`config.mk`:
```
export PLATFORM = sky130hd
export DESIGN_NAME = ethernet_rx_drain
export DESIGN_NICKNAME = d
export VERILOG_FILES = /design/src/rtl/ethernet_rx_drain.sv
export SDC_FILE = /design/constraint.sdc
export NUM_CORES = 1
export LEC_CHECK = 0
export CAP_MARGIN = 20
export CORE_MARGIN = 10
export CORE_UTILIZATION = 30
export CTS_CLUSTER_SIZE = 10
export DETAILED_ROUTE_END_ITERATION = 10
export PLACE_DENSITY = 0.6
export SYNTH_ARGS = -nofsm -noshare
export SYNTH_HDL_FRONTEND = slang
export SYNTH_SLANG_ARGS = --single-unit
```
`constraint.sdc`:
```
create_clock -name clk_i -period 3.2 [get_ports clk_i]
set_input_delay 0.64 -clock clk_i [delete_from_list [all_inputs] [get_ports clk_i]]
set_output_delay 0.64 -clock clk_i [all_outputs]
set_load 0.01 [all_outputs]
```
`src/rtl/ethernet_rx_drain.sv`:
```
// ethernet_rx_drain: drains frames from the ethernet_controller RX buffer over
// its register port and replays each frame as a ready/valid word stream.
module ethernet_rx_drain #(
   parameter int                      data_width_p   = 32,
   parameter int                      addr_width_p   = 14,
   parameter int                      eth_mtu_p      = 2048,
   parameter logic [addr_width_p-1:0] rx_buf_base_p  = 14'h0000,
   parameter logic [addr_width_p-1:0] rx_size_addr_p = 14'h1004,
   parameter logic [addr_width_p-1:0] rx_ack_addr_p  = 14'h1008
) (
   input  logic                      clk_i,
   input  logic                      reset_n_i,
   input  logic                      rx_pending_i,
   output logic [addr_width_p-1:0]   addr_o,
   output logic                      read_en_o,
   output logic                      write_en_o,
   output logic [$clog2((($clog2(data_width_p/8) < 1) ? 1 : $clog2(data_width_p/8)) + 1)-1:0] op_size_o,
   output logic [data_width_p-1:0]   write_data_o,
   input  logic [data_width_p-1:0]   read_data_i,
   output logic [data_width_p-1:0]   m_tdata_o,
   output logic [data_width_p/8-1:0] m_tkeep_o,
   output logic                      m_tvalid_o,
   output logic                      m_tlast_o,
   input  logic                      m_tready_i,
   output logic [15:0]               frame_count_o,
   output logic                      size_error_o
);

   localparam int bytes_lp  = data_width_p / 8;
   localparam int size_w_lp = $clog2(eth_mtu_p + 1);
   localparam int op_w_lp   = $clog2((($clog2(bytes_lp) < 1) ? 1 : $clog2(bytes_lp)) + 1);

   localparam logic [2:0] IDLE      = 3'd0;
   localparam logic [2:0] RD_SIZE   = 3'd1;
   localparam logic [2:0] WAIT_SIZE = 3'd2;
   localparam logic [2:0] RD_DATA   = 3'd3;
   localparam logic [2:0] WAIT_DATA = 3'd4;
   localparam logic [2:0] STREAM    = 3'd5;
   localparam logic [2:0] ACK       = 3'd6;
   localparam logic [2:0] HOLD      = 3'd7;

   localparam logic [size_w_lp-1:0] bytes_c = size_w_lp'(bytes_lp);
   localparam logic [size_w_lp-1:0] mtu_c   = size_w_lp'(eth_mtu_p);

   logic [2:0]                state_q, state_d;
   logic [size_w_lp-1:0]      remaining_q, remaining_d;
   logic [addr_width_p-1:0]   offset_q, offset_d;
   logic [data_width_p-1:0]   tdata_q, tdata_d;
   logic [bytes_lp-1:0]       tkeep_q, tkeep_d;
   logic                      tlast_q, tlast_d;
   logic [15:0]               count_q, count_d;
   logic                      dropped_q, dropped_d;
   logic                      hold_q, hold_d;

   logic [size_w_lp-1:0]      size_field;
   logic                      size_bad;
   logic [bytes_lp-1:0]       keep_c;
   logic [size_w_lp-1:0]      step_c;

   // Bits above the size field are ignored; zero or oversize frames are dropped.
   assign size_field = read_data_i[size_w_lp-1:0];
   assign size_bad   = (size_field == '0) || (size_field > mtu_c);
   assign step_c     = (remaining_q < bytes_c) ? remaining_q : bytes_c;

   // Byte lane i is valid while more than i bytes of the frame remain.
   for (genvar gi = 0; gi < bytes_lp; gi++) begin : g_keep
      assign keep_c[gi] = (remaining_q > size_w_lp'(gi));
   end

   // Next-state and datapath updates for the drain sequence.
   always_comb begin
      state_d     = state_q;
      remaining_d = remaining_q;
      offset_d    = offset_q;
      tdata_d     = tdata_q;
      tkeep_d     = tkeep_q;
      tlast_d     = tlast_q;
      count_d     = count_q;
      dropped_d   = dropped_q;
      hold_d      = hold_q;
      case (state_q)
         IDLE: begin
            if (rx_pending_i) state_d = RD_SIZE;
         end
         RD_SIZE: state_d = WAIT_SIZE;
         WAIT_SIZE: begin
            remaining_d = size_field;
            offset_d    = '0;
            dropped_d   = size_bad;
            state_d     = size_bad ? ACK : RD_DATA;
         end
         RD_DATA: state_d = WAIT_DATA;
         WAIT_DATA: begin
            tdata_d = read_data_i;
            tkeep_d = keep_c;
            tlast_d = (remaining_q <= bytes_c);
            state_d = STREAM;
         end
         STREAM: begin
            if (m_tready_i) begin
               offset_d    = offset_q + addr_width_p'(bytes_lp);
               remaining_d = remaining_q - step_c;
               state_d     = tlast_q ? ACK : RD_DATA;
            end
         end
         ACK: begin
            if (!dropped_q) count_d = count_q + 16'd1;
            hold_d  = 1'b0;
            state_d = HOLD;
         end
         HOLD: begin
            // Two quiet cycles give the controller time to lower its pending flag.
            if (hold_q) begin
               hold_d  = 1'b0;
               state_d = IDLE;
            end else begin
               hold_d = 1'b1;
            end
         end
         default: state_d = IDLE;
      endcase
   end

   // State registers; an asynchronous reset abandons any frame in flight without ACK.
   always_ff @(posedge clk_i or negedge reset_n_i) begin
      if (!reset_n_i) begin
         state_q     <= IDLE;
         remaining_q <= '0;
         offset_q    <= '0;
         tdata_q     <= '0;
         tkeep_q     <= '0;
         tlast_q     <= 1'b0;
         count_q     <= '0;
         dropped_q   <= 1'b0;
         hold_q      <= 1'b0;
      end else begin
         state_q     <= state_d;
         remaining_q <= remaining_d;
         offset_q    <= offset_d;
         tdata_q     <= tdata_d;
         tkeep_q     <= tkeep_d;
         tlast_q     <= tlast_d;
         count_q     <= count_d;
         dropped_q   <= dropped_d;
         hold_q      <= hold_d;
      end
   end

   // Bus strobes, address and write data decoded purely from state.
   always_comb begin
      addr_o       = '0;
      read_en_o    = 1'b0;
      write_en_o   = 1'b0;
      write_data_o = '0;
      case (state_q)
         RD_SIZE: begin
            read_en_o = 1'b1;
            addr_o    = rx_size_addr_p;
         end
         RD_DATA: begin
            read_en_o = 1'b1;
            addr_o    = rx_buf_base_p + offset_q;
         end
         ACK: begin
            write_en_o   = 1'b1;
            addr_o       = rx_ack_addr_p;
            write_data_o = data_width_p'(1);
         end
         default: ;
      endcase
   end

   assign op_size_o     = op_w_lp'($clog2(bytes_lp));
   assign m_tdata_o     = tdata_q;
   assign m_tkeep_o     = tkeep_q;
   assign m_tlast_o     = tlast_q;
   assign m_tvalid_o    = (state_q == STREAM);
   assign frame_count_o = count_q;
   assign size_error_o  = (state_q == WAIT_SIZE) && size_bad;

endmodule

```
# After elaboration in Yosys (flattened, before gate mapping)

Index checks and enable logic that the tools add are counted.

Add/subtract/negate cells: 3
Magnitude comparators: 7
Equal/unequal tests: 10
Muxes and demuxes: 17
Bitwise operators: 1
Reduce and logical (&&, ||, !) cells: 10

Operator list:

| cell                    | count |
|---|---|
| $pmux W14 S3            | 1 |
| $pmux W14 S2            | 1 |
| $gt A12 B1 Y1 const B   | 2 |
| $gt A12 B2 Y1 const B   | 2 |
| $mux W12                | 2 |
| $pmux W12 S2            | 1 |
| $pmux W3 S8             | 1 |
| $add A16 B1 Y16 const B | 1 |
| $mux W3                 | 5 |
| $add A14 B3 Y14 const B | 1 |
| $mux W14                | 1 |
| $eq A3 B3 Y1 const B    | 4 |
| $gt A12 B12 Y1 const B  | 1 |
| $le A12 B3 Y1 const B   | 1 |
| $logic_not A12 Y1       | 1 |
| $lt A12 B3 Y1 const B   | 1 |
| $sub A12 B12 Y12        | 1 |
| $eq A3 B2 Y1 const B    | 2 |
| $mux W1                 | 4 |
| $ne A2 B2 Y1 const B    | 2 |
| $reduce_and A2 Y1       | 2 |
| $reduce_bool A2 Y1      | 2 |
| $eq A3 B1 Y1 const B    | 1 |
| $logic_not A3 Y1        | 1 |
| 7 further kinds         | 7 |

Register bits after elaboration: 84
Bits of input ports: 36
Output and inout port bits: 105

# Longest topological paths before layout

Gate-level depths: netlist of the first run.

Depth after elaboration: 5
Gate-level depth with buffers: 9
Mapped depth without buffers: 8

# Least setup slack after synthesis of the first run

OpenSTA, ideal clock, no wires.

Path kind: register -> register
Start: reg remaining_q[10]
End: reg remaining_q[8]
Data arrival time: 2.651 ns
Slack: 0.407 ns
Cell stages (with the launch flop): 9
Buffers on the path: 0
Period minus slack after synthesis: 2.793 ns
Cells stage by stage: dfrtp_1 -> or4_4 -> or4_4 -> nand2_1 -> ha_1 -> inv_1 -> or4_4 -> a311oi_1 -> a211oi_1

Word-level cells in the longest chain between the ends: 5

Ends and longest elaborated chain:

| element                | RTL line | source |
|---|---|---|
| start, declared        | 46       | `logic [size_w_lp-1:0] remaining_q, remaining_d;` |
| start signal, assigned | 138      | `remaining_q <= remaining_d;` |
| $lt A12 B3 Y1          | 63       | `assign step_c = (remaining_q < bytes_c) ? remaining_q : bytes_c;` |
| $mux W12               | 63       |  |
| $sub A12 B12 Y12       | 102      | `remaining_d = remaining_q - step_c;` |
| $mux W12               | 100      | `if (m_tready_i) begin` |
| $pmux W12 S2           | 81       | `case (state_q)` |

No other way between the ends. The select of a mux whose other input is x is not followed.
A chain may end at the register's enable or synchronous reset.

# Final worst setup path of the first run

Start: in read_data_i[5]
End: out size_error_o

Word-level cells in the longest chain between the ends: 3

Ends and longest elaborated chain:

| element                                                    | RTL line | source |
|---|---|---|
| start, declared                                            | 19       | `input logic [data_width_p-1:0] read_data_i,` |
| $gt A12 B12 Y1 / $logic_not A12 Y1 (equally long branches) | 62       | `assign size_bad = (size_field == '0) \|\| (size_field > mtu_c);` |
| $logic_or A1 B1 Y1 (*)                                     | 62       |  |
| $logic_and A1 B1 Y1 (*)                                    | 179      | `assign size_error_o = (state_q == WAIT_SIZE) && size_bad;` |
| end, declared                                              | 26       | `output logic size_error_o` |

Mark *: on every way between the ends. The rest lies on a longest branch, timed or not.

==> summary.txt, run 1 <==
Finish
  – Fraction of final layout cells sized beyond drive strength 1: 0.1217
  – Antenna cell count: 0
  – Final cell utilization of the core: 0.4109
  – Layout overhead on the synthesized area: 33.92%
  – Total number of nets in the final design: about 560
  – Final Cell Area: 5725 sq um

Routing
  – Routed length per placed instance: 16.45 um
  – Iteration-0 DRC count of the detailed router: 192
  – Wirelength, routed: 11.61 mm
  – Total via count in the routed design: approximately 3400
  – Drt via density: 4.812
  – Total iterations of the first detailed-routing run: 5
  – Number of routed nets with antenna violations: 0
  – # DRC: 0

Die
  – CORE AREA: 13930 sq um
  – Horizontal die dimension: 139.4 um
  – Num ports: 141
  – Die outline area: 19430 sq um
  – Die Y-Extent: 139.4 um
  – Row Count: between 40 and 50
  – Starting utilization of the core area: 0.3068

Global route
  – Number of global-route vias before repair: 3461
  – Maximum number of pins on one net before global-route repair: 83
  – First-pass GRT wire length: 18.89 mm
  – Congestion Overflow GR: 0
  – Antenna violations before repair: 0
  – Overall track demand over capacity in global routing: 0.1180

CTS
  – Clock latency on the worst-skew pair: 0.34 ns
  – Number of H-tree levels: 3
  – Clock sink count: 82
  – Clock Pin Slew Worst Setup and Hold Paths: 0.07 ns
  – Clock Root Buffer: clkbuf_16
  – Number of CTS-inserted buffers: 9
  – Number of buffers between clock root and the deepest sink: 2
  – TritonCTS clock tree: built

Power
  – NetSw: 1.684 mW
  – Combinational cell fraction of total power: 0.415
  – IR Drop Worst-Case VDD: 417.7 uV
  – PnR Total Power: 4.818 mW
  – Pwr Density: 841.5 nW/um^2
  – Switching part of the total: 0.3494
  – Sequential share of power: 0.351
  – Total internal power: 3.135 mW
  – Fraction of power consumed by the clock network: 0.234
  – Leak: 2.427 nW

Setup path
  – CP endpoint kind: output port
  – Ordered list of cells on the worst path: clkdlybuf4s50_1, nor4_2, nand3_1, mux2_2, clkdlybuf4s50_1
  – Number of buffers and inverters on the critical path: 2
  – Library cell appearing most often on the critical path: clkdlybuf4s50_1
  – Critical path arrival: 2.48 ns
  – Crit path launch type: input pin
  – Slowest cell on crit path: clkdlybuf4s50_1
  – Crit Path Category: input pin to output port
  – Cell family with the largest share of critical-path delay: buffers and inverters
  – Endpoint required time on the critical path: 2.56 ns
  – Peak fanout along the critical path: 3
  – Critical Path Max Stage Delay: between 0.5 and 0.6 ns

Timing
  – Final clock period utilization by the worst path: 0.9761
  – Peak clock frequency supported by timing: 0.3202 GHz
  – Endpoints failing setup: 0
  – Slew @ Worst Pin: a little over 1 ns
  – Worst slew margin relative to its limit: 0.3194
  – Final max-slew violation count: 0
  – Final setup skew: 0.007235 ns
  – RSZ-0062 raised after global routing: no
  – Final worst path period need: 3.124 ns
  – Total count of hold-check failures in the final report: 0
  – Total negative setup slack: 0 ns
  – Setup slack of the critical path after layout: 0.07650 ns

Synth
  – Mapped Cells: 420
  – Cell area after synthesis: 4275 sq um
  – Mean instance size in the synthesized netlist: 10.18 sq um
  – Post-synth EDFFs: 0
  – Post-synthesis cell type count: 51
  – FFs w/ async S/R, synth: 1.000
  – Total number of yosys warnings: 0
  – Sequential cell area fraction in the yosys report: 0.4800
  – Number of storage elements in the synthesis netlist: 82
  – Main flop type after synthesis: dfrtp_1

Worst hold path
  – Type of the most critical hold path: input pin to asynchronous set/reset pin

Place
  – Number of I/O port buffers: 105
  – GPL Wtd Cong: 0.8859
  – Post-detailed-placement half-perimeter wirelength: roughly 8.5 mm
  – Post-detailed-placement cell area: ~5400 sq um
  – Setup slack at placement: 0.01381 ns

Run status
  – Run status: finished, final reports clean

Run
  – Max cap viols: 0
## power by group through the flow
stage	combinational [mW]	clock [mW]	sequential, mW
final	2.00	1.13	1.69
after global routing	2.20	1.21	1.74
after CTS	2.02	1.17	1.69
after detailed placement	2.01	0	1.70
after global placement	1.99	0	1.68
after floorplan	1.02	0	1.75
## registers in the layout, indices dropped and copies added, names as in the netlist
signal	cells
dropped_q	1
frame_count_o	16
hold_q	1
m_tdata_o	32
m_tkeep_o	4
m_tlast_o	1
offset_q	12
remaining_q	12
state_q	3
## cell type report
cell class | count | area [sq um]
Tap cell | 180 | 225.2
Multi-Input combinational cell | 305 | 1967
Inverter | 11 | 41.29
Fill cell | 1331 | 8209
Clock buffer | 10 | 229.0
Clock inverter | 6 | 90.09
Sequential cell | 82 | 2052
Timing Repair Buffer | 112 | 1121
## routing by layer
metal,wire [um],track usage,vias up
li1,-,-,1607
met1,4871,0.1419,1647
met2,5368,0.1800,136
met3,1238,0.05410,7
met4,134,0.04503,0
met5,0,0,-
## cells by family (layout without fill, tap and decap cells)
family	count (synthesis)	after routing	synth area share
muxes	36	36	0.09453
AOI/OAI and AO/OA	74	74	0.1127
adders and majority gates	7	7	0.02048
other	2	36	0.001757
xor gates and xnor gates	18	18	0.03687
and+or+nand+nor	134	134	0.1618
buffers and inverters	67	139	0.09189
DFF	82	82	0.4800
## worst paths after layout
| kind | startpoint | end | slack [ns] | cells after the start |
|---|---|---|---|---|
| max in group asynchronous | reset_n_i | m_tdata_o[12] | 2.36 | 2 |
| min in group clk_i | m_tkeep_o[0] | m_tkeep_o[0] | 0.48 | 2 |
| max reg2reg | remaining_q[10] | remaining_q[8] | 0.20 | 8 |
| min reg2reg | m_tkeep_o[0] | m_tkeep_o[0] | 0.48 | 2 |
| max | read_data_i[5] | size_error_o | 0.08 | 5 |
| min | reset_n_i | m_tdata_o[4] | 0.23 | 1 |
## synth_stat cells (3+ instances only)
library cell | count | area, sq um
xor2_1 | 11 | 96.34
and2_1 | 13 | 81.33
ha_1 | 7 | 87.58
nand3_1 | 11 | 55.05
mux2_2 | 35 | 394.1
o211ai_1 | 4 | 30.03
buf_4 | 36 | 270.3
or3_1 | 10 | 62.56
a21oi_1 | 15 | 75.07
nand4_1 | 5 | 31.28
clkbuf_1 | 14 | 52.55
nand2_1 | 33 | 123.9
nor2_1 | 25 | 93.84
or4_4 | 4 | 45.04
and3_1 | 4 | 25.02
o21a_1 | 5 | 37.54
xnor2_1 | 7 | 61.31
nand2b_1 | 3 | 18.77
inv_1 | 10 | 37.54
dfrtp_1 | 82 | 2052
nor4_1 | 4 | 25.02
a32oi_1 | 3 | 26.28
o31ai_1 | 4 | 30.03
buf_2 | 5 | 25.02
nor2b_1 | 4 | 25.02
o21ai_0 | 19 | 95.09
nor3_1 | 13 | 65.06
## layout by cell type, fill, tap and decap left out, types with 2 or more instances in the layout
master           instances
o2111ai_1                2
o21bai_1                 2
and3_1                   4
o22ai_1                  2
bufinv_16                2
o211ai_1                 4
buf_4                    7
a22oi_1                  2
nand2_1                 33
dfrtp_1                 82
or4_4                    4
xor2_1                  11
clkdlybuf4s50_1        104
xnor2_1                  7
a21o_1                   2
mux2_2                  35
inv_1                   10
and2_1                  13
nand3_1                 11
a2111oi_0                2
or4_1                    2
nand2b_1                 3
nor2b_1                  3
a32oi_1                  3
o21ai_1                  2
nor2_1                  25
nand4_1                  5
o31ai_1                  4
clkbuf_16                9
conb_1                  36
or3_1                   10
o21a_1                   5
ha_1                     7
nor3_1                  13
nor4_1                   3
o21ai_0                 19
a22o_1                   2
a21oi_1                 15
## metrics by stage
stage	hold WS, ns	instances
after floorplan	0.3444	454
after global placement	0.4623	689
after detailed placement	0.4689	689
after CTS	0.4855	705
after global routing	0.2496	706
final	0.2310	706
## timing repair
action | 4_1_cts | 5_1_grt
hold endpoints to repair | 0 | 0
endpoints found under the setup margin | 2 | 0
gates resized for setup | 2 | 0
buffers inserted | 0 | 0
hold buffers | 0 | 0
Power figures use the tool's default switching activity.
==> run 2: changes to the inputs <==
Settings changed: CTS_BUF_LIST set to sky130_fd_sc_hd__clkbuf_4 sky130_fd_sc_hd__clkbuf_8, CTS_CLUSTER_DIAMETER set to 100.
==> summary.txt, run 2 (synthesis results as in run 1) <==
Run status
  – Run status: finished, final reports clean

CTS
  – Number of buffers between clock root and the deepest sink: 2 (unchanged)
  – Count of hold buffers inserted by post-cts repair: 0 (unchanged)
  – TritonCTS clock tree: built
  – Clock Pin Slew Worst Setup and Hold Paths: 0.09 ns (+0.02 ns)
  – Clock latency on the worst-skew pair: 0.37 ns (+0.03 ns)
  – Clock Root Buffer: clkbuf_8
  – Number of H-tree levels: 3 (unchanged)
  – Number of CTS-inserted buffers: 9 (unchanged)
  – Clock sink count: 82 (unchanged)

Setup path
  – Crit Path Category: input pin to output port
  – Library cell appearing most often on the critical path: clkdlybuf4s50_1
  – Peak fanout along the critical path: 3 (unchanged)
  – Critical path arrival: 2.48 ns (about the same)
  – Endpoint required time on the critical path: 2.56 ns (about the same)
  – Slowest cell on crit path: clkdlybuf4s50_1
  – Critical Path Max Stage Delay: 0.56 ns (about the same)
  – Crit path launch type: input pin
  – CP endpoint kind: output port
  – Ordered list of cells on the worst path: clkdlybuf4s50_1, nor4_2, nand3_1, mux2_2, clkdlybuf4s50_1

Timing
  – Final max-slew violation count: 0 (unchanged)
  – Final clock period utilization by the worst path: 0.9749 (-0.001163)
  – Endpoints failing setup: 0 (unchanged)
  – RSZ-0062 raised after global routing: no
  – Slew @ Worst Pin: 1.025 ns (+0.004245 ns)
  – Final setup skew: 0.008815 ns (+0.001580 ns)
  – Total negative setup slack: 0 ns (unchanged)
  – Peak clock frequency supported by timing: 0.3205 GHz (+0.12%)
  – Total count of hold-check failures in the final report: 0 (unchanged)
  – Final worst path period need: 3.120 ns (-0.003721 ns)
  – Worst slew margin relative to its limit: 0.3165 (-0.002830)

Finish
  – Most common cell after layout, fill and taps aside: clkdlybuf4s50_1
  – Register Area: 2052 sq um (unchanged)
  – Max reg flops: 32 (unchanged)
  – Total number of nets in the final design: 564 (unchanged)
  – Antenna cell count: 0 (unchanged)
  – Layout overhead on the synthesized area: 31.69%
  – Number of filler cells placed in the layout: 1335 (+0.30%)
  – Fraction of final layout cells sized beyond drive strength 1: 0.1255 (+0.003802)
  – Area occupied by multi-input gates: 1969 sq um (+0.13%)
  – Most frequent cells in the layout: 104 x clkdlybuf4s50_1, 82 x dfrtp_1, 36 x conb_1
  – Non-filler cells in the finished layout: 706 (unchanged)

Global route
  – Congestion Overflow GR: 0 (unchanged)
  – Maximum number of pins on one net before global-route repair: 83 (unchanged)
  – Overall track demand over capacity in global routing: 0.1177 (-0.0002846)
  – Number of global-route vias before repair: 3462 (+0.029%)
  – First-pass GRT wire length: 18.83 mm (-0.33%)
  – Antenna violations before repair: 0 (unchanged)

Routing
  – Total met2 wirelength after detailed routing: 5.369 mm (about the same)
  – Drt via density: 4.826 (+0.29%)
  – DR WL met3: 1.165 mm (-5.9%)
  – # DRC: 0 (unchanged)
  – Total via count in the routed design: 3407 (+0.29%)
  – Iteration-0 DRC count of the detailed router: 180 (-6.3%)
  – Top Layer Used: met4
  – Wirelength, routed: 11.60 mm (-0.12%)
  – Total iterations of the first detailed-routing run: 4 (-1)
  – Wl on met1: 4.911 mm (+0.82%)
  – Routed length per placed instance: 16.43 um (-0.12%)
  – Number of routed nets with antenna violations: 0 (unchanged)

Power
  – Pwr Density: 807.2 nW/um^2 (-4.1%)
  – IR Drop Worst-Case VDD: 359.1 uV (-14%)
  – Leak: 2.383 nW (-1.8%)

Die
  – Row Count: 43 (unchanged)
  – Die outline area: 19430 sq um (unchanged)
  – Num ports: 141 (unchanged)
  – CORE AREA: 13930 sq um (unchanged)
  – Die Y-Extent: 139.4 um (unchanged)
  – Starting utilization of the core area: 0.3068 (unchanged)
  – Horizontal die dimension: 139.4 um (unchanged)

Worst hold path
  – Type of the most critical hold path: input pin to asynchronous set/reset pin

Place
  – GPL Wtd Cong: 0.8859 (unchanged)
  – Post-detailed-placement half-perimeter wirelength: 8.540 mm (unchanged)
  – Number of I/O port buffers: 105 (unchanged)
  – Placed Cells: 689 (unchanged)

Run
  – Max cap viols: 0 (unchanged)
## run 2: changes by cell type in the layout (fill, tap and decap cells not counted)
cell       previous run  this run
clkbuf_1              1         0
clkbuf_16             9         0
clkbuf_4              0         1
clkbuf_8              0         9
ha_1                  7         6
ha_2                  0         1
## run 2: through the flow
stage	util	hold slack, ns	cell area (sq um)	setup slack, ns	power (mW)
after floorplan	-	0.3444	4403	0.4072	2.768
after global placement	0.3854	0.4623	5370	0.05272	3.677
after detailed placement	0.3854	0.4689	5370	0.01381	3.716
after CTS	0.4019	0.4892	5600	0.07494	4.606
after global routing	0.4041	0.2112	5630	0.002922	4.882
final	0.4041	0.2019	5630	0.08022	4.545
## run 2: path summary, 6_finish.rpt
kind | start | endpoint | slack (ns) | cells past startpoint
setup reg to reg | remaining_q[10] | remaining_q[8] | 0.19 | 8
setup / recovery | read_data_i[5] | size_error_o | 0.08 | 5
max in group asynchronous | reset_n_i | m_tdata_o[17] | 2.39 | 2
hold / removal | reset_n_i | m_tdata_o[4] | 0.20 | 1
min in group clk_i | frame_count_o[15] | frame_count_o[15] | 0.48 | 1
hold reg to reg | frame_count_o[15] | frame_count_o[15] | 0.48 | 1
## run 2: what timing repair did
action / in CTS / in global routing
buffers inserted: 0 / 0
endpoints found under the setup margin: 11 / 1
gates resized for setup: 2 / 1
hold endpoints to repair: 0 / 0
## run 2: per-layer routing
metal,global-route usage,vias up
met1,0.1429,1675
met3,0.05342,10
met4,0.04668,0
li1,-,1609
met5,0,-
met2,0.1775,113
## run 2: final cells by class
cell class	instances	share of cell area
Sequential cell	82	0.3644
Multi-Input combinational cell	305	0.3498
Timing Repair Buffer	112	0.1991
Tap cell	180	0.04000
Clock buffer	10	0.02333
Clock inverter	6	0.01600
Inverter	11	0.007333
## run 2: power by group
part	internal (mW)	switching (mW)	total, mW
clock	0.451	0.407	0.858
combinational	1.05	0.950	2.00
sequential	1.40	0.289	1.69
## run 2: critical path: cells and delay by family
kind,cells,cell delay (ns)
simple gates,2,0.52
buf+inv,2,1.03
mux,1,0.29
==> run 3: changes to the inputs <==
Settings changed: CORE_ASPECT_RATIO set to 0.7, CORE_UTILIZATION 30 to 48, PLACE_DENSITY 0.6 to 0.87.
==> summary.txt, run 3 (synthesis results as in run 1) <==
Routing
  – Total via count in the routed design: 3454 (+1.4%)
  – Routed length per placed instance: 17.71 um (+7.8%)
  – Iteration-0 DRC count of the detailed router: 312 (+73%)
  – Number of routed nets with antenna violations: 0 (unchanged)
  – Total iterations of the first detailed-routing run: 5 (+1)
  – Drt via density: 5.330 (+10%)
  – # DRC: 0 (unchanged)
  – Wirelength, routed: 11.48 mm (-1.0%)

Finish
  – Fraction of final layout cells sized beyond drive strength 1: 0.1288 (+0.003313)
  – Number of filler cells placed in the layout: 722 (-46%)
  – Antenna cell count: 0 (unchanged)
  – Layout overhead on the synthesized area: 29.82%
  – Max reg flops: 32 (unchanged)
  – Most frequent cells in the layout: 104 x clkdlybuf4s50_1, 82 x dfrtp_1, 36 x conb_1
  – Final cell utilization of the core: 0.6493 (+0.2452)
  – Most common cell after layout, fill and taps aside: clkdlybuf4s50_1
  – Total number of nets in the final design: 566 (+0.35%)

CTS
  – Clock latency on the worst-skew pair: 0.36 ns (about the same)
  – Clock Pin Slew Worst Setup and Hold Paths: 0.07 ns (-0.02 ns)
  – Clock Root Buffer: clkbuf_8
  – TritonCTS clock tree: built
  – Number of buffers between clock root and the deepest sink: 2 (unchanged)
  – Number of H-tree levels: 3 (unchanged)
  – Clock sink count: 82 (unchanged)
  – Count of hold buffers inserted by post-cts repair: 0 (unchanged)
  – Number of instances resized during post-cts repair: 1 (-1)
  – Number of CTS-inserted buffers: 9 (unchanged)
  – Post-CTS Setup Inserts: 0 (unchanged)

Timing
  – RSZ-0062 raised after global routing: no
  – Peak clock frequency supported by timing: 0.3202 GHz (about the same)
  – Setup slack of the critical path after layout: 0.07719 ns (-0.003030 ns)
  – Final clock period utilization by the worst path: 0.9759 (about the same)
  – Final setup skew: 0.007369 ns (-0.001446 ns)
  – Slew @ Worst Pin: 1.070 ns (+0.04494 ns)
  – Total count of hold-check failures in the final report: 0 (unchanged)
  – Endpoints failing setup: 0 (unchanged)
  – Hold WS: 0.2490 ns (+0.04714 ns)
  – Final worst path period need: 3.123 ns (+0.003030 ns)
  – Worst slew margin relative to its limit: 0.2866 (-0.02996)
  – Final max-slew violation count: 0 (unchanged)

Setup path
  – Critical path arrival: 2.48 ns (about the same)
  – Reg2reg end: remaining_q[8]
  – R2r startpoint: remaining_q[10]
  – Endpoint required time on the critical path: 2.56 ns (about the same)
  – Crit Path Category: input pin to output port
  – CP endpoint kind: output port
  – Peak fanout along the critical path: 3 (unchanged)
  – Setup slack of the most critical reg-to-reg path: 0.15 ns (-0.04 ns)
  – Worst R2R Path Depth: 8 (unchanged)
  – Crit path launch type: input pin

Global route
  – First-pass GRT wire length: 19.11 mm (+1.5%)
  – Overall track demand over capacity in global routing: 0.1755 (+0.05779)
  – Congestion Overflow GR: 0 (unchanged)
  – Antenna violations before repair: 0 (unchanged)
  – Number of global-route vias before repair: 3657 (+5.6%)
  – Maximum number of pins on one net before global-route repair: 83 (unchanged)

Power
  – Leak: 2.381 nW (about the same)
  – IR Drop Worst-Case VDD: 510.4 uV (+42%)
  – PnR Total Power: 4.491 mW (-1.2%)
  – Pwr Density: 809.1 nW/um^2 (+0.23%)

Die
  – Row Count: 28 (-35%)
  – Die outline area: 13140 sq um (-32%)
  – CORE AREA: 8548 sq um (-39%)
  – Starting utilization of the core area: 0.5001 (+0.1933)
  – Die Y-Extent: 98.96 um (-29%)
  – Horizontal die dimension: 132.8 um (-4.7%)
  – Num ports: 141 (unchanged)

Worst hold path
  – Type of the most critical hold path: input pin to asynchronous set/reset pin

Place
  – Post-detailed-placement half-perimeter wirelength: 8.587 mm (+0.55%)
  – Number of I/O port buffers: 105 (unchanged)
  – GPL Wtd Cong: 0.8941 (+0.93%)
  – Setup slack at placement: -0.01770 ns (-0.03151 ns)

Run
  – Max cap viols: 0 (unchanged)

Run status
  – Run status: finished, final reports clean
run 3: area by class of cell:
cell class,count,area (sq um),area share
Inverter,11,41.29,0.007439
Clock buffer,12,158.9,0.02863
Sequential cell,82,2052,0.3697
Clock inverter,4,50.05,0.009017
Tap cell,120,150.1,0.02705
Timing Repair Buffer,114,1129,0.2033
Multi-Input combinational cell,305,1969,0.3548
run 3: report_power, final:
part | internal, mW | switching [mW]
clock | 0.411 | 0.382
combinational | 1.05 | 0.938
sequential | 1.40 | 0.312
run 3: routing by layer:
layer,global-route usage,wire [um],vias up
met5,0,0,-
met4,0.04384,141,0
met3,0.08063,1183,18
met1,0.2049,4654,1659
met2,0.2883,5499,166
li1,-,-,1611
run 3: worst max-delay path by stage:
stage / to / start / slack [ns]
finish: size_error_o / read_data_i[1] / 0.08
global route: size_error_o / read_data_i[3] / 0.02
CTS: size_error_o / read_data_i[1] / 0.06
detailed placement: size_error_o / read_data_i[1] / -0.02
global placement: size_error_o / read_data_i[1] / -0.02
floorplan: remaining_q[8] / remaining_q[10] / 0.41
run 3: worst max-delay path, stage by stage:
cell and delay, ns:
clkdlybuf4s50_1 0.48, nor4_2 0.31, nand3_1 0.22, mux2_2 0.29, clkdlybuf4s50_1 0.54
run 3: per-stage QoR:
stage                     instance area, sq um  instances  setup TNS [ns]
after floorplan                           4403        454               0
after global placement                    5310        631        -0.02298
after detailed placement                  5310        631        -0.01770
after CTS                                 5525        647               0
after global routing                      5550        648               0
final                                     5550        648               0
